--- config.mk ---
export PLATFORM = sky130hd
export DESIGN_NAME = dut_slave_rsp
export DESIGN_NICKNAME = d
export VERILOG_FILES = /design/src/rtl/dut_slave_rsp.sv
export SDC_FILE = /design/constraint.sdc
export NUM_CORES = 1
export LEC_CHECK = 0
export ABC_AREA = 1
export CAP_MARGIN = 15
export CORE_ASPECT_RATIO = 1.1
export CORE_MARGIN = 2
export CORE_UTILIZATION = 60
export CTS_BUF_LIST = sky130_fd_sc_hd__clkbuf_16
export DETAILED_ROUTE_END_ITERATION = 10
export PLACE_DENSITY_LB_ADDON = 0.05
export SLEW_MARGIN = 20
export SYNTH_ARGS = -nofsm -noshare
export SYNTH_HDL_FRONTEND = slang
export SYNTH_SLANG_ARGS = --single-unit
--- constraint.sdc ---
create_clock -name clk -period 7 [get_ports clk]
set_input_delay 1.05 -clock clk [delete_from_list [all_inputs] [get_ports clk]]
set_output_delay 1.05 -clock clk [all_outputs]
set_load 0.1 [all_outputs]
--- src/rtl/dut_slave_rsp.sv ---
`default_nettype none
// ============================================================================
// Module      : dut_slave_rsp
// Description : Slave-side responder for the 4-bit cmd/adr/data bus. Executes
//               one command per clock against a 16 x 4-bit register file and
//               returns read results through a valid/ready response FIFO.
//               A CLR command starts a 16-cycle sweep that zeroes the register
//               file; commands arriving during the sweep are dropped.
// Revision    : 1.0 - initial release
// ----------------------------------------------------------------------------
// Parameters  : RSP_DEPTH  response FIFO depth (power of two, 2..16)
//               ERR_W      width of the saturating err/drop counters
// Ports       : clk        clock, all state updates on posedge
//               rst        asynchronous active-high reset
//               cmd[3:0]   opcode (0 NOP, 1 WR, 2 RD, 3 INC, 4 CLR, else illegal)
//               adr[3:0]   register-file address
//               data[3:0]  write / increment operand
//               rsp_valid  FIFO head holds a read response
//               rsp_adr    address of the head response
//               rsp_data   data of the head response
//               rsp_ready  consumer accepts the head response
//               busy       clear sweep in progress
//               err_cnt    illegal-opcode count, saturating
//               drop_cnt   discarded-command count, saturating
// Build macro : DUT_SLAVE_RSP_INC_EN - when defined, opcode 3 performs INC;
//               otherwise opcode 3 is treated as illegal.
// ============================================================================
module dut_slave_rsp #(
   parameter int RSP_DEPTH = 4,
   parameter int ERR_W     = 8
) (
   input  logic             clk,
   input  logic             rst,
   input  logic [3:0]       cmd,
   input  logic [3:0]       adr,
   input  logic [3:0]       data,
   output logic             rsp_valid,
   output logic [3:0]       rsp_adr,
   output logic [3:0]       rsp_data,
   input  logic             rsp_ready,
   output logic             busy,
   output logic [ERR_W-1:0] err_cnt,
   output logic [ERR_W-1:0] drop_cnt
);

   localparam int PTR_W = $clog2(RSP_DEPTH);
   localparam int CNT_W = PTR_W + 1;

   localparam logic [3:0]       c_op_nop  = 4'd0;
   localparam logic [3:0]       c_op_wr   = 4'd1;
   localparam logic [3:0]       c_op_rd   = 4'd2;
`ifdef DUT_SLAVE_RSP_INC_EN
   localparam logic [3:0]       c_op_inc  = 4'd3;
`endif
   localparam logic [3:0]       c_op_clr  = 4'd4;
   localparam logic [CNT_W-1:0] c_full    = CNT_W'(RSP_DEPTH);
   localparam logic [3:0]       c_idx_last = 4'd15;

   typedef enum logic [0:0] {
      ST_IDLE  = 1'b0,
      ST_CLEAR = 1'b1
   } state_t;

   // -------------------------------------------------------------------------
   // State
   // -------------------------------------------------------------------------
   state_t           state_q, state_d;
   logic [3:0]       idx_q, idx_d;
   logic [3:0]       mem_q [16];
   logic [3:0]       mem_d [16];
   logic [3:0]       fifo_adr_q  [RSP_DEPTH];
   logic [3:0]       fifo_adr_d  [RSP_DEPTH];
   logic [3:0]       fifo_data_q [RSP_DEPTH];
   logic [3:0]       fifo_data_d [RSP_DEPTH];
   logic [PTR_W-1:0] wr_ptr_q, wr_ptr_d;
   logic [PTR_W-1:0] rd_ptr_q, rd_ptr_d;
   logic [CNT_W-1:0] count_q, count_d;
   logic [ERR_W-1:0] err_cnt_q, err_cnt_d;
   logic [ERR_W-1:0] drop_cnt_q, drop_cnt_d;

   logic             w_push;
   logic             w_pop;
   logic             w_full;
   logic             w_err_inc;
   logic             w_drop_inc;

   // -------------------------------------------------------------------------
   // Next-state logic
   // -------------------------------------------------------------------------
   always_comb begin
      state_d     = state_q;
      idx_d       = idx_q;
      mem_d       = mem_q;
      fifo_adr_d  = fifo_adr_q;
      fifo_data_d = fifo_data_q;
      wr_ptr_d    = wr_ptr_q;
      rd_ptr_d    = rd_ptr_q;
      count_d     = count_q;
      err_cnt_d   = err_cnt_q;
      drop_cnt_d  = drop_cnt_q;
      w_push      = 1'b0;
      w_err_inc   = 1'b0;
      w_drop_inc  = 1'b0;

      w_pop  = (count_q != '0) && rsp_ready;
      w_full = (count_q == c_full);

      case (state_q)
         ST_IDLE: begin
            // Unknown opcode bits match no item and fall into the illegal
            // branch.
            case (cmd)
               c_op_nop: begin
               end
               c_op_wr: begin
                  mem_d[adr] = data;
               end
               c_op_rd: begin
                  // A full FIFO still takes the push when the head leaves on
                  // the same edge.
                  if (!w_full || w_pop) begin
                     w_push = 1'b1;
                  end else begin
                     w_drop_inc = 1'b1;
                  end
               end
`ifdef DUT_SLAVE_RSP_INC_EN
               c_op_inc: begin
                  mem_d[adr] = mem_q[adr] + data;
               end
`endif
               c_op_clr: begin
                  state_d = ST_CLEAR;
                  idx_d   = 4'd0;
               end
               default: begin
                  w_err_inc = 1'b1;
               end
            endcase
         end

         ST_CLEAR: begin
            mem_d[idx_q] = 4'd0;
            idx_d        = idx_q + 4'd1;
            if (idx_q == c_idx_last) begin
               state_d = ST_IDLE;
            end
            // Written as if/else so an unknown opcode counts as a drop.
            if (cmd == c_op_nop) begin
            end else begin
               w_drop_inc = 1'b1;
            end
         end

         default: begin
            state_d = ST_IDLE;
         end
      endcase

      // Response FIFO bookkeeping. Read data is the pre-edge mem content.
      if (w_push) begin
         fifo_adr_d[wr_ptr_q]  = adr;
         fifo_data_d[wr_ptr_q] = mem_q[adr];
         wr_ptr_d              = wr_ptr_q + 1'b1;
      end
      if (w_pop) begin
         rd_ptr_d = rd_ptr_q + 1'b1;
      end
      case ({w_push, w_pop})
         2'b10:   count_d = count_q + 1'b1;
         2'b01:   count_d = count_q - 1'b1;
         default: count_d = count_q;
      endcase

      // Saturating counters: hold at all-ones.
      if (w_err_inc && (err_cnt_q != '1)) begin
         err_cnt_d = err_cnt_q + 1'b1;
      end
      if (w_drop_inc && (drop_cnt_q != '1)) begin
         drop_cnt_d = drop_cnt_q + 1'b1;
      end
   end

   // -------------------------------------------------------------------------
   // State registers
   // -------------------------------------------------------------------------
   always_ff @(posedge clk or posedge rst) begin
      if (rst) begin
         state_q     <= ST_IDLE;
         idx_q       <= 4'd0;
         mem_q       <= '{default: 4'd0};
         fifo_adr_q  <= '{default: 4'd0};
         fifo_data_q <= '{default: 4'd0};
         wr_ptr_q    <= '0;
         rd_ptr_q    <= '0;
         count_q     <= '0;
         err_cnt_q   <= '0;
         drop_cnt_q  <= '0;
      end else begin
         state_q     <= state_d;
         idx_q       <= idx_d;
         mem_q       <= mem_d;
         fifo_adr_q  <= fifo_adr_d;
         fifo_data_q <= fifo_data_d;
         wr_ptr_q    <= wr_ptr_d;
         rd_ptr_q    <= rd_ptr_d;
         count_q     <= count_d;
         err_cnt_q   <= err_cnt_d;
         drop_cnt_q  <= drop_cnt_d;
      end
   end

   // -------------------------------------------------------------------------
   // Outputs: decoded straight from flops, independent of rsp_ready.
   // -------------------------------------------------------------------------
   assign rsp_valid = (count_q != '0);
   assign rsp_adr   = fifo_adr_q[rd_ptr_q];
   assign rsp_data  = fifo_data_q[rd_ptr_q];
   assign busy      = (state_q == ST_CLEAR);
   assign err_cnt   = err_cnt_q;
   assign drop_cnt  = drop_cnt_q;

endmodule
`default_nettype wire

* After elaboration in Yosys (flattened, before gate mapping)
Cells that the tools add are included. Widths: inputs -> output; s select.
Storage, ports and cells: bits of input ports 15, logic and storage cells 110, register bits 124, output and inout bits 26
Operators by class: reduce and logical (&&, ||, !) cells 12, mux-type cells 35, bitwise gates (word level) 7, order comparisons 7, equal/unequal tests 11, $add $sub $neg 7
Operators by type and width (count):
- $pmux 64 s2 | 1
- $and 64x64->64 | 1
- $bwmux 64 | 1
- $mux 64 | 1
- $not 64->64 | 1
- $mux 4 | 10
- $bwmux 16 | 2
- $demux 4 s4 | 2
- $add 8x1->8 const B | 2
- $bmux 4 s2 | 2
- $bmux 4 s4 | 1
- $ne 8x8->1 const B | 2
- $ge 5x5->1 const B | 2
- $lt 5x1->1 const B | 2
- $mux 1 | 10
- $not 4->5 | 2
- $demux 4 s2 | 1
- $pmux 4 s2 | 1
- $ge 3x3->1 const B | 2
- $logic_and 1x1->1 | 6
- $not 2->3 | 2
- $pmux 3 s2 | 1
- $add 2x1->2 const B | 2
- $add 4x1->4 const B | 1
- other kinds (19) | 21

* Depth between registers and ports, before layout
depth in word-level cells 8, mapped depth 12, depth with buffers taken out 12

* Least setup slack after synthesis
Ideal clock, no wire load.
path kind flip-flop to output port, start point reg rd_ptr_q[0], end point out rsp_data[1], setup slack 3457 ps, arrival time 2493 ps, path buffers 2, stages on the path, launching flop included 6, required time 5950 ps, path through dfrtp_1 clkbuf_1 inv_1 clkbuf_1 o21ai_0 o22ai_1
On the way: word-level cells in the longest chain between the ends 4
RTL lines:
- start, declared | line 76 | logic [PTR_W-1:0] rd_ptr_q, rd_ptr_d;
- start signal, assigned | line 206 | rd_ptr_q <= rd_ptr_d;
- $not 2->3 (not written as such) | line 218 | assign rsp_data = fifo_data_q[rd_ptr_q];
- $bmux 4 s2 | line 218
- $mux 4 (not written as such) (2 in series) | line 218
- end, declared | line 39 | output logic [3:0] rsp_data,
No other way between the ends. The select of a mux whose other input is x is not followed.

* Final worst setup path
start point reg rd_ptr_q[0], end point out rsp_adr[3]
On the way: word-level cells in the longest chain between the ends 4
RTL lines:
- $not 2->3 (not written as such) | line 217 | assign rsp_adr = fifo_adr_q[rd_ptr_q];
- $bmux 4 s2 | line 217
- $mux 4 (not written as such) (2 in series) | line 217
- end, declared | line 38 | output logic [3:0] rsp_adr,
No other way between the ends. The select of a mux whose other input is x is not followed.

==> flow_metrics.py <==
metrics = {
    "floorplanning": {
        "core.rowCount": 40,
        "floorplan.die.width_um": 104,
        "fp.dieH_um": 114,
        "number_of_placed_i_o_pins": 41,
        "start_util_pct": 61.0,
        "core_region_area_um2": 10800,
        "floorplan.die_area_um2": 11800,
    },
    "cts": {
        "postCtsResizedCells": 0,
        "clkLatencyLatePin_ns": 0.42,
        "clock_transition_time_at_the_flip_flop_clock_pins_of_the_worst_setup_and_hold_paths_ns": 0.05,
        "cts.htree.levels": 4,
        "tritoncts_clock_tree": "built",
        "cts-buffers-inserted": 17,
        "clock_tree.root_cell": "sky130_fd_sc_hd__clkbuf_16",
        "clock-sinks": 124,
        "clk_path_buf_depth": 2,
        "post_cts_buffers": 0,
        "hold_buffers": 0,
    },
    "critical_path": {
        "worst-setup-path-type": "flip-flop to primary output",
        "worstPathMaxFanout": 18,
        "crit_arrival_ns": 2.83,
        "cp-end-kind": "primary output",
        "required_ns": 5.95,
        "start_kind": "flip-flop",
    },
    "drt": {
        "met3WireLength_um": 705,
        "wl_met2_mm": 7.66,
        "topRoutingLayerUsed": "met4",
        "finalWirelength_mm": 15.4,
        "drt_pre_antenna_iters": 4,
        "drt.antenna.violating_nets": 0,
        "wl_per_cell_um": 15.5,
        "detail_route.drc_violations": 0,
        "route.vias.total": 5437,
        "drt_first_iter_violations": 320,
        "wl_met1_mm": 6.59,
        "via_per_inst": 5.48,
    },
    "timing": {
        "final.period_utilization_pct": 55.4,
        "timing.final.max_slew_violations": 0,
        "setup_viol": 0,
        "final-hold-violation-count": 0,
        "timing.slew.headroom_pct": 34.6,
        "fmax_mhz": 258,
        "hold_ws_ns": 0.478,
        "fin_worst_skew_ns": 0.00552,
        "final.min_clock_period_ns": 3.88,
        "finalSetupTns_ns": 0,
        "tightest_slew_ns": 0.977,
        "grt_setup_unrepaired": "no",
    },
    "final_layout": {
        "post_layout_nonfiller_instances": 993,
        "antennaDiodeCount": 0,
        "post_route_cells_drive_above_1_share_pct": 11.7,
        "areaGrowthSynthToFinish_pct": 14.8,
        "finish.net_count": 862,
        "finalCoreUtilization_pct": 70.0,
    },
    "logic_synthesis": {
        "synth_top_area_cell": "sky130_fd_sc_hd__dfrtp_1",
        "synth-seq-area-share_pct": 47.1,
        "postSynthAreaPerCell_um2": 8.24,
        "synth.area.top_cells": "sky130_fd_sc_hd__dfrtp_1, sky130_fd_sc_hd__nand2_1, sky130_fd_sc_hd__inv_1",
        "ys_ff_latch": 124,
        "synth.lib_cells_used.distinct": 34,
        "yosysTopAreaCellShare_pct": 47.1,
        "netlist_instances": 800,
        "synthesized_net_count": 827,
        "synthesis.yosys.warnings": 0,
        "synth.cell_area_um2": 6590,
    },
    "global_route": {
        "antenna_found_initial": 0,
        "maximum_number_of_pins_on_one_net_before_global_route_repair": 79,
        "vias_in_the_first_global_route": 5258,
        "globalRouteTotalUtil_pct": 27.6,
        "overflow": 0,
        "wire_length_of_the_first_global_routing_pass_mm": 25.5,
    },
    "pwr": {
        "cellLeakagePower_nw": 3.79,
        "power_frac_comb_pct": 40.7,
        "power.net_switching_mw": 1.38,
        "seq_power_share_pct": 32.1,
        "total_power_mw": 3.10,
        "cell_internal_pwr_mw": 1.73,
        "irDropWorstVdd_mv": 0.288,
        "clock_power_share_pct": 27.2,
        "swShare_pct": 44.3,
        "power.density_cell_area_nw_per_um2": 410,
    },
    "place": {
        "place.port_buffers": 40,
        "gpl.final_weighted_congestion": 0.863,
        "placedCellCount": 963,
        "place.detailed.hpwl_mm": 10.6,
    },
    "flow_run": {
        "drv_cap": 0,
    },
    "run_status": {
        "status": "completed",
    },
    "worst_hold_path": {
        "hold_path_class": "flip-flop to flip-flop",
    },
}
per-stage QoR:
step                setup slack [ns]  area [um^2]
floorplan                       2.65         6590
global placement                3.63         7010
detailed placement              3.53         7010
CTS                             3.10         7570
global route                    2.93         7570
finish                          3.12         7570
worst max-delay path, cell delays in order, from the launching register on:
cell	delay (ns)
sky130_fd_sc_hd__dfrtp_1	0.54
sky130_fd_sc_hd__inv_1	0.42
sky130_fd_sc_hd__o21ai_0	0.15
sky130_fd_sc_hd__o22ai_1	0.14
sky130_fd_sc_hd__clkdlybuf4s50_1	1.15
state kept, by name (all words and copies together), names as in the netlist:
name	cells
mem_q	64
fifo_adr_q	16
fifo_data_q	16
drop_cnt	8
err_cnt	8
idx_q	4
count_q	3
rd_ptr_q	2
wr_ptr_q	2
busy	1
power by group through the flow:
stage	clock [mW]	combinational (mW)	sequential [mW]
after floorplan	0	0.804	1.19
after global placement	0	1.24	1.00
after CTS	0.850	1.27	0.997
after global routing	0.889	1.35	1.02
final	0.843	1.26	0.997
after detailed placement	0	1.26	1.01
Yosys cell counts (all sizes together):
| master | number |
|---|---|
| o211ai | 8 |
| fa | 1 |
| ha | 11 |
| a21oi | 4 |
| nand2 | 300 |
| clkbuf | 9 |
| xnor2 | 6 |
| nand3 | 11 |
| o22ai | 52 |
| o21ai | 97 |
| nand4 | 4 |
| a22o | 1 |
| xor2 | 11 |
| inv | 97 |
| a22oi | 1 |
| nor3 | 9 |
| nor2 | 37 |
| buf | 17 |
| dfrtp | 124 |
path summary, 6_finish.rpt:
kind	startpoint	endpoint	slack, ns	cells after the start
setup / recovery	rd_ptr_q[0]	rsp_adr[3]	3.12	4
hold / removal	mem_q[45]	mem_q[45]	0.48	2
setup reg to reg	busy	count_q[2]	4.52	10
hold reg to reg	mem_q[45]	mem_q[45]	0.48	2
max in group asynchronous	rst	mem_q[0]	4.60	3
min in group asynchronous	rst	err_cnt[6]	1.21	2
logic make-up after synthesis:
logic type      Yosys count  share of synthesized area, %
compound gates          163                          15.6
xor+xnor                 17                          2.26
fa+ha+maj                12                          2.39
buf+inv                 123                          8.35
simple gates            361                          24.3
flops                   124                          47.1
layout make-up:
type,count,area (um^2)
tap,147,184
fill,889,3240
multi-input combinational,553,2940
inverter,97,367
timing repair buffer,42,415
clock inverter,13,133
sequential,124,3100
clock buffer,17,425
cell usage in the layout (no fill, tap or decap), types with 8 or more instances in the layout:
cell / synthesis / routed
sky130_fd_sc_hd__xor2_1: 11 / 11
sky130_fd_sc_hd__inv_1: 91 / 90
sky130_fd_sc_hd__o21ai_2: 33 / 33
sky130_fd_sc_hd__clkdlybuf4s50_1: 0 / 40
sky130_fd_sc_hd__o21ai_1: 13 / 13
sky130_fd_sc_hd__o21ai_0: 51 / 51
sky130_fd_sc_hd__o22ai_1: 52 / 52
sky130_fd_sc_hd__clkbuf_16: 0 / 17
sky130_fd_sc_hd__nand2_1: 290 / 290
sky130_fd_sc_hd__nor2_1: 27 / 27
sky130_fd_sc_hd__dfrtp_1: 124 / 124
sky130_fd_sc_hd__ha_1: 11 / 11
sky130_fd_sc_hd__o211ai_1: 8 / 8
metal layers:
metal | vias up | global-route usage, %
met5 | - | 0
met4 | 0 | 11.7
met3 | 31 | 5.20
met2 | 146 | 45.9
met1 | 2604 | 35.7
li1 | 2656 | -
(Power assumes the default switching activity.)
